[src/rtl/mem_arbiter_19bit.sv]
// Round-robin arbiter/sequencer for the 4K x 19-bit unified memory.
// Two requesters, one access every three cycles, all outputs registered.
module mem_arbiter_19bit #(
   parameter int ADDR_W = 12,
   parameter int DATA_W = 19
) (
   input  logic              clk,
   input  logic              rst,
   input  logic              r0_req,
   input  logic              r0_wr,
   input  logic [ADDR_W-1:0] r0_addr,
   input  logic [DATA_W-1:0] r0_wdata,
   output logic              r0_ack,
   output logic [DATA_W-1:0] r0_rdata,
   input  logic              r1_req,
   input  logic              r1_wr,
   input  logic [ADDR_W-1:0] r1_addr,
   input  logic [DATA_W-1:0] r1_wdata,
   output logic              r1_ack,
   output logic [DATA_W-1:0] r1_rdata,
   output logic [ADDR_W-1:0] mem_addr,
   output logic              mem_rd,
   output logic              mem_wr,
   output logic [DATA_W-1:0] mem_dataIn,
   input  logic [DATA_W-1:0] mem_dataOut,
   output logic              busy
);

   typedef enum logic [1:0] {
      IDLE   = 2'd0,
      ACCESS = 2'd1,
      RESP   = 2'd2
   } state_t;

   state_t            state_q;
   logic              last_q;
   logic              win_q;
   logic              dir_q;
   logic [ADDR_W-1:0] addr_q;
   logic [DATA_W-1:0] din_q;
   logic              rd_q;
   logic              wr_q;
   logic              ack0_q;
   logic              ack1_q;
   logic [DATA_W-1:0] rdata0_q;
   logic [DATA_W-1:0] rdata1_q;
   logic              busy_q;

   logic              any_d;
   logic              gnt_d;
   logic              wr_d;
   logic [ADDR_W-1:0] addr_d;
   logic [DATA_W-1:0] din_d;

   // On a tie the requester that did not win last time gets the grant.
   always_comb begin
      any_d  = r0_req | r1_req;
      gnt_d  = r1_req & (~r0_req | ~last_q);
      wr_d   = gnt_d ? r1_wr    : r0_wr;
      addr_d = gnt_d ? r1_addr  : r0_addr;
      din_d  = gnt_d ? r1_wdata : r0_wdata;
   end

   always_ff @(posedge clk) begin
      if (rst) begin
         state_q  <= IDLE;
         last_q   <= 1'b1;
         win_q    <= 1'b0;
         dir_q    <= 1'b0;
         addr_q   <= '0;
         din_q    <= '0;
         rd_q     <= 1'b0;
         wr_q     <= 1'b0;
         ack0_q   <= 1'b0;
         ack1_q   <= 1'b0;
         rdata0_q <= '0;
         rdata1_q <= '0;
         busy_q   <= 1'b0;
      end else begin
         case (state_q)
            IDLE: begin
               if (any_d) begin
                  win_q   <= gnt_d;
                  last_q  <= gnt_d;
                  dir_q   <= wr_d;
                  addr_q  <= addr_d;
                  din_q   <= din_d;
                  rd_q    <= ~wr_d;
                  wr_q    <= wr_d;
                  busy_q  <= 1'b1;
                  state_q <= ACCESS;
               end
            end
            ACCESS: begin
               if (!dir_q) begin
                  if (win_q) rdata1_q <= mem_dataOut;
                  else       rdata0_q <= mem_dataOut;
               end
               rd_q    <= 1'b0;
               wr_q    <= 1'b0;
               ack0_q  <= ~win_q;
               ack1_q  <= win_q;
               state_q <= RESP;
            end
            RESP: begin
               ack0_q  <= 1'b0;
               ack1_q  <= 1'b0;
               busy_q  <= 1'b0;
               state_q <= IDLE;
            end
            default: begin
               state_q <= IDLE;
            end
         endcase
      end
   end

   assign r0_ack     = ack0_q;
   assign r1_ack     = ack1_q;
   assign r0_rdata   = rdata0_q;
   assign r1_rdata   = rdata1_q;
   assign mem_addr   = addr_q;
   assign mem_rd     = rd_q;
   assign mem_wr     = wr_q;
   assign mem_dataIn = din_q;
   assign busy       = busy_q;

endmodule
[config.mk]
export PLATFORM = sky130hd
export DESIGN_NAME = mem_arbiter_19bit
export DESIGN_NICKNAME = d
export VERILOG_FILES = /design/src/rtl/mem_arbiter_19bit.sv
export SDC_FILE = /design/constraint.sdc
export NUM_CORES = 1
export LEC_CHECK = 0
export CORE_ASPECT_RATIO = 1.1
export CORE_UTILIZATION = 35
export CTS_CLUSTER_SIZE = 16
export DETAILED_ROUTE_END_ITERATION = 6
export HOLD_SLACK_MARGIN = 0.06
export PLACE_DENSITY = 0.81
export SLEW_MARGIN = 25
export SYNTH_ARGS = -nofsm -noshare
export SYNTH_HDL_FRONTEND = slang
export SYNTH_SLANG_ARGS = --single-unit
export TNS_END_PERCENT = 50
[constraint.sdc]
create_clock -name clk -period 1.84 [get_ports clk]
set_input_delay 0.368 -clock clk [delete_from_list [all_inputs] [get_ports clk]]
set_output_delay 0.368 -clock clk [all_outputs]
set_load 0.03 [all_outputs]
==> results of run 1 <==
## state kept, by name, indices dropped and copies added (netlist names)
register,cells
mem_rd,1
r0_rdata,19
busy,1
state_q,2
r0_ack,1
mem_dataIn,19
r1_ack,1
win_q,1
dir_q,1
mem_wr,1
last_q,1
mem_addr,12
r1_rdata,19
## routing by layer
metal | up-vias | routed length (um) | track usage
li1 | 1543 | - | -
met3 | 15 | 615 | 0.0580
met4 | 0 | 154 | 0.0757
met2 | 136 | 3990 | 0.305
met5 | - | 0 | 0
met1 | 1384 | 3670 | 0.210
## metrics by stage
| stage | instances | area (sq um) | power (uW) |
|---|---|---|---|
| floorplan | 358 | 3180 | 2830 |
| global placement | 618 | 4900 | 3440 |
| detailed placement | 618 | 4900 | 3470 |
| CTS | 634 | 5100 | 4790 |
| global route | 634 | 5100 | 4990 |
| finish | 634 | 5100 | 4730 |
## power groups by stage
| stage | Sequential (uW) | Clock [uW] | Combinational (uW) |
|---|---|---|---|
| floorplan | 2330 | 0 | 500 |
| global placement | 2020 | 0 | 1410 |
| global route | 2010 | 1440 | 1540 |
| detailed placement | 2030 | 0 | 1440 |
| CTS | 1990 | 1350 | 1450 |
| finish | 1990 | 1300 | 1440 |
## area by class of cell
cell class	count	area share
repair buffers	173	0.337
flip-flops and latches	79	0.310
multi-input cells	249	0.283
well taps	114	0.0280
clock buffers	9	0.0243
clock inverters	7	0.0157
inverters	3	0.00221
## logic make-up after synthesis
logic type,after synthesis,share of synthesized area
simple gates,128,0.166
compound gates,82,0.159
flops,79,0.497
mux,35,0.110
buf+inv,30,0.0526
fa+ha+maj,4,0.0157
## worst max path at each step
| stage | startpoint | to | slack [ns] | cells past startpoint |
|---|---|---|---|---|
| 6_report | mem_dataIn[11]$_SDFFE_PP0P_ | mem_dataIn[11] | 0.08 | 1 |
| 5_1_grt | mem_addr[9]$_SDFFE_PP0P_ | mem_addr[9] | 0.003 | 1 |
| 4_1_cts | mem_dataIn[11]$_SDFFE_PP0P_ | mem_dataIn[11] | 0.05 | 1 |
| 3_5_place_dp | r1_req | mem_addr[4]$_SDFFE_PP0P_ | -0.07 | 5 |
| 3_3_place_gp | r1_req | mem_addr[8]$_SDFFE_PP0P_ | 0.02 | 5 |
| 2_1_floorplan | state_q[1]$_SDFFE_PP0P_ | r0_rdata[10]$_SDFFE_PP0P_ | 0.29 | 7 |
## worst register-to-register path, delay by kind of cell, from the launching register on
| kind | cells | cell delay [ns] |
|---|---|---|
| AO/OA/AOI/OAI | 1 | 0.07 |
| buffers and inverters | 2 | 0.32 |
| flip-flops | 1 | 0.33 |
| adder cells (fa/ha/maj) | 1 | 0.31 |
| AND/OR/NAND/NOR | 2 | 0.47 |
## placed cells by master, fill, tap and decap left out
| cell | instances |
|---|---|
| nand3b_1 | 1 |
| nand2_1 | 77 |
| nor3b_4 | 1 |
| o21a_2 | 1 |
| a21oi_1 | 41 |
| buf_12 | 2 |
| clkbuf_8 | 9 |
| buf_4 | 11 |
| nand3_1 | 1 |
| a211oi_1 | 32 |
| a22oi_1 | 1 |
| nor3_1 | 1 |
| or2_2 | 1 |
| nand2b_1 | 2 |
| clkinv_4 | 2 |
| clkinvlp_4 | 2 |
| inv_6 | 2 |
| o2bb2ai_1 | 1 |
| inv_1 | 3 |
| nor2b_1 | 1 |
| clkdlybuf4s50_1 | 159 |
| mux2i_1 | 35 |
| buf_2 | 1 |
| a21boi_4 | 1 |
| dfxtp_1 | 79 |
| ha_1 | 4 |
| o21ai_0 | 4 |
| nor3b_1 | 1 |
| or3b_1 | 1 |
| and3b_1 | 1 |
| a31oi_1 | 1 |
| nor2_1 | 39 |
| bufinv_16 | 1 |
| or3_1 | 1 |
==> flow_summary_export.csv, run 1 <==
group,metric,value,unit
run_status,status,"finished, final reports clean",
yosys,synth-edff-count,0,
setup_path,worstPathCellList,"clkdlybuf4s50_1",
floorplanning,die_w,92.9,um
clock_network,ctsResizeCount,0,
floorplanning,dieArea,0.00948,sq mm
place,dpl.hpwl,6.22,mm
pwr,pwr-share-seq,0.420,
yosys,synth-seq-cells,79,
setup_path,worstPathMaxFanout,2,
detailed_routing,ant_nets,0,
detailed_routing,drt_first_pass_iters,6,
cells_and_area,diodes,0,
clock_network,cts_buffer_depth,2,
yosys,ys_seq_area_frac,0.497,
floorplanning,start_util,0.361,
sta,hold_slack,0.299,ns
grt,grt_pass1_vias,2908,
clock_network,clkTransAtPathRegs,0.09,ns
pwr,power_density,927,mW/mm^2
grt,track_usage,0.180,
grt,grt_first_pass_wirelength,13.4,mm
floorplanning,top_level_ports,161,
yosys,yosys.cell_count.top_type,"dfxtp_1",
yosys,synthCells,358,
clock_network,ctsHoldBuffers,0,
worst_hold_path,min-delay-start,"rst",
clock_network,clockRootBuffer,"clkbuf_8",
floorplanning,die_h,102,um
yosys,yosys_warnings,0,
pwr,intPower,3190,uW
detailed_routing,routed_wl,8.43,mm
setup_path,rr_startpoint,"state_q[1]$_SDFFE_PP0P_",
sta,tns,0,ns
pwr,combPwrFrac,0.304,
yosys,yosysUniqueCellTypes,30,
yosys,yosys.area.top_type,"dfxtp_1",
cells_and_area,seqCellArea,0.00158,sq mm
cells_and_area,n_fill_cell,766,
cells_and_area,multi_input_area,0.00144,sq mm
setup_path,ff2ff_setup_slack,0.21,ns
setup_path,start_kind,"register",
yosys,async_reset_ff_frac,0,
cells_and_area,synthToLayoutAreaGrowth,60.2,%
detailed_routing,drc,0,
pwr,p_sw,1530,uW
setup_path,crit_required,1.47,ns
sta,hold_violations,0,
cells_and_area,drive_above_1_share,0.0654,
yosys,synth_nets,449,
grt,antenna_found_initial,0,
sta,post-route-period-util,0.959,
yosys,avgSynthCellArea,8.89,sq um
pwr,power.leakage,0.00186,uW
detailed_routing,routedWlPerCell,13.3,um
clock_network,cts_made_buffers,9,
yosys,yosys-top-cells-count,"79 x dfxtp_1, 77 x nand2_1, 41 x a21oi_1, 39 x nor2_1, 35 x mux2i_1",
yosys,synth_top_cell_area_share,0.497,
yosys,netlist_top_cells_area,"dfxtp_1 50%, mux2i_1 11%, nand2_1 9.1%",
setup_path,path_buf_inv,1,
sta,drv_slew,0,
cells_and_area,fin_util,0.578,
sta,worst_pin_slew,0.455,ns
setup_path,critPathTopFamily,"buffers and inverters",
setup_path,r2r_cells,6,
setup_path,rr_endpoint,"r0_rdata[18]$_SDFFE_PP0P_",
worst_hold_path,hp-class,"input pin to register",
grt,grt_overflow_total,0,
yosys,syn-cell-area,0.00318,sq mm
detailed_routing,drt_iter0_drc,68,
worst_hold_path,holdPathEnd,"r0_ack$_SDFFE_PP0P_",
floorplanning,fp.coreArea,0.00883,sq mm
sta,rsz0062_at_grt,"false",
yosys,ys.flop_type,"dfxtp_1",
sta,setup_violations,0,
sta,fmaxAchievable,567,MHz
detailed_routing,vias,3078,
sta,skew,0.0134,ns
pwr,clockPowerShare,0.276,
sta,setup_slack,0.0757,ns
setup_path,cp-end-kind,"output pin",
sta,period_needed,1.76,ns
clock_network,clkLatencyLatePin,0.35,ns
pwr,ir_drop,0.446,mV
setup_path,path_class,"register to output pin",
place,gp_congestion,0.711,
clock_network,post_cts_buffers,0,
cells_and_area,layout.nets,606,
place,dpl_worst_slack,-0.0720,ns
grt,grt_start_max_net_pins,44,
floorplanning,num_rows,36,
setup_path,max_stage_delay,0.69,ns
worst_hold_path,whs_path_depth,2,
clock_network,clock-sinks,79,
setup_path,critPathArrivalTime,1.40,ns
sta,slew-limit-headroom,0.697,
run,maxCapViolCount,0,
clock_network,h-tree-depth,3,
setup_path,cpMaxStageDelayCell,"clkdlybuf4s50_1",
clock_network,cts_tree,"built",
place,io_buffers,160,
detailed_routing,viasPerCell,4.85,
pwr,switching_share,0.325,
Note: power is estimated with default switching activity, not from simulation.
==> inputs of run 2 (changes only) <==
--- a/config.mk
+++ b/config.mk
@@ -5,7 +5,9 @@
 export SDC_FILE = /design/constraint.sdc
 export NUM_CORES = 1
 export LEC_CHECK = 0
+export CAP_MARGIN = 10
 export CORE_ASPECT_RATIO = 1.1
+export CORE_MARGIN = 2
 export CORE_UTILIZATION = 35
 export CTS_CLUSTER_SIZE = 16
 export DETAILED_ROUTE_END_ITERATION = 6
==> flow_summary_export.csv, run 2 (same netlist as run 1, synthesis figures left out) <==
group,metric,value,unit
grt,grt_first_pass_wirelength,13.8,mm
setup_path,crit_required,1.47,ns
place,io_buffers,160,
setup_path,critPathArrivalTime,1.38,ns
sta,hold_violations,0,
cells_and_area,fin_util,0.579,
place,gp_congestion,0.767,
clock_network,cts_made_buffers,9,
clock_network,clockRootBuffer,"clkbuf_8",
clock_network,h-tree-depth,3,
place,dp.cells,620,
setup_path,rr_endpoint,"r0_rdata[13]$_SDFFE_PP0P_",
setup_path,critPathTopFamily,"buffers and inverters",
floorplanning,top_level_ports,161,
cells_and_area,multi_input_area,0.00144,sq mm
setup_path,start_kind,"register",
detailed_routing,drt_iter0_drc,80,
grt,grt_start_max_net_pins,42,
clock_network,clkLatencyLatePin,0.34,ns
cells_and_area,final_cell_mix,"159 x clkdlybuf4s50_1, 79 x dfxtp_1, 77 x nand2_1, 41 x a21oi_1, 39 x nor2_1",
clock_network,cts_tree,"built",
sta,setup_violations,0,
clock_network,clkTransAtPathRegs,0.08,ns
cells_and_area,final_common_cell,"clkdlybuf4s50_1",
setup_path,worst-path-stages,1,
setup_path,crit_end,"r1_rdata[10]",
setup_path,worstPathCellList,"clkdlybuf4s50_1",
sta,drv_slew,0,
detailed_routing,routed_wl,8.62,mm
clock_network,ctsHoldBuffers,0,
cells_and_area,drive_above_1_share,0.0670,
setup_path,max_stage_delay,0.68,ns
floorplanning,dieArea,0.00988,sq mm
setup_path,path_class,"register to output pin",
cells_and_area,postLayoutCellArea,0.00513,sq mm
pwr,power.leakage,0.00188,uW
sta,post-route-period-util,0.950,
cells_and_area,seqCellArea,0.00158,sq mm
sta,slew-limit-headroom,0.571,
setup_path,cp-end-kind,"output pin",
pwr,power.total,4740,uW
run,maxCapViolCount,0,
grt,grt_pass1_vias,2999,
cells_and_area,final_cells,636,
grt,track_usage,0.175,
run_status,status,"finished, final reports clean",
grt,grt_overflow_total,0,
detailed_routing,ant_nets,0,
sta,rsz0062_at_grt,"false",
grt,antenna_found_initial,0,
setup_path,r2r_cells,6,
setup_path,ff2ff_setup_slack,0.25,ns
detailed_routing,drt_first_pass_iters,4,
place,place_area,0.00493,sq mm
clock_network,clock-sinks,79,
setup_path,worstPathMaxFanout,2,
floorplanning,num_rows,36,
clock_network,post_cts_buffers,0,
detailed_routing,viasPerCell,4.78,
place,dpl.hpwl,6.47,mm
floorplanning,start_util,0.359,
detailed_routing,routedWlPerCell,13.6,um
floorplanning,die_h,104,um
cells_and_area,synthToLayoutAreaGrowth,61.2,%
sta,skew,0.0103,ns
detailed_routing,drc,0,
setup_path,cpMaxStageDelayCell,"clkdlybuf4s50_1",
sta,period_needed,1.75,ns
sta,tns,0,ns
clock_network,ctsResizeCount,0,
setup_path,cp-startpoint,"r1_rdata[10]$_SDFFE_PP0P_",
worst_hold_path,hp-class,"register to register",
detailed_routing,vias,3039,
clock_network,cts_buffer_depth,2,
setup_path,rr_startpoint,"state_q[1]$_SDFFE_PP0P_",
cells_and_area,layout.nets,608,
floorplanning,die_w,94.9,um
pwr,power_density,924,mW/mm^2
sta,fmaxAchievable,572,MHz
sta,worst_pin_slew,0.644,ns
pwr,ir_drop,0.465,mV
cells_and_area,n_fill_cell,765,
cells_and_area,diodes,0,
floorplanning,fp.coreArea,0.00887,sq mm
setup_path,path_buf_inv,1,
[run 2: worst min path at each step]
stage | start | end | cells past startpoint
floorplan | state_q[1]$_SDFFE_PP0P_ | state_q[1]$_SDFFE_PP0P_ | 2
global placement | r0_rdata[6]$_SDFFE_PP0P_ | r0_rdata[6]$_SDFFE_PP0P_ | 2
detailed placement | r0_rdata[8]$_SDFFE_PP0P_ | r0_rdata[8]$_SDFFE_PP0P_ | 2
CTS | r0_rdata[6]$_SDFFE_PP0P_ | r0_rdata[6]$_SDFFE_PP0P_ | 2
global route | r0_rdata[17]$_SDFFE_PP0P_ | r0_rdata[17]$_SDFFE_PP0P_ | 2
finish | r1_rdata[14]$_SDFFE_PP0P_ | r1_rdata[14]$_SDFFE_PP0P_ | 2
[run 2: area by class of cell]
cell class              instances  share of cell area
repair buffers                175               0.340
inverters                       3             0.00219
clock inverters                 4              0.0102
multi-input cells             249               0.281
well taps                     114              0.0278
flip-flops and latches         79               0.308
clock buffers                  12              0.0302
[run 2: through the flow]
stage	worst slack (ns)	hold WS [ns]
finish	0.0919	0.457
floorplan	0.291	0.491
detailed placement	-0.000628	0.447
CTS	0.0454	0.458
global placement	0.0813	0.443
global route	0.0129	0.472
[run 2: worst reg2reg max path: cells and delay by family, from the launching register on]
family / cells / cell delay, ns
AOI/OAI and AO/OA: 1 / 0.07
adders and majority gates: 1 / 0.30
buffers and inverters: 2 / 0.31
DFF: 1 / 0.33
and+or+nand+nor: 2 / 0.45
[run 2: metal layers]
metal  global-route usage  vias to the layer above  wire (um)
met5                    0                        -          0
met4               0.0725                        0        144
li1                     -                     1540          -
met2                0.302                      136       4150
met1                0.192                     1349       3570
met3               0.0623                       14        749
[run 2: power by group]
part / leakage [uW] / internal [uW] / total (uW) / switching [uW]
Sequential: 0.000648 / 1890 / 1990 / 99.7
Combinational: 0.00113 / 677 / 1450 / 769
Clock: 0.000107 / 707 / 1310 / 607
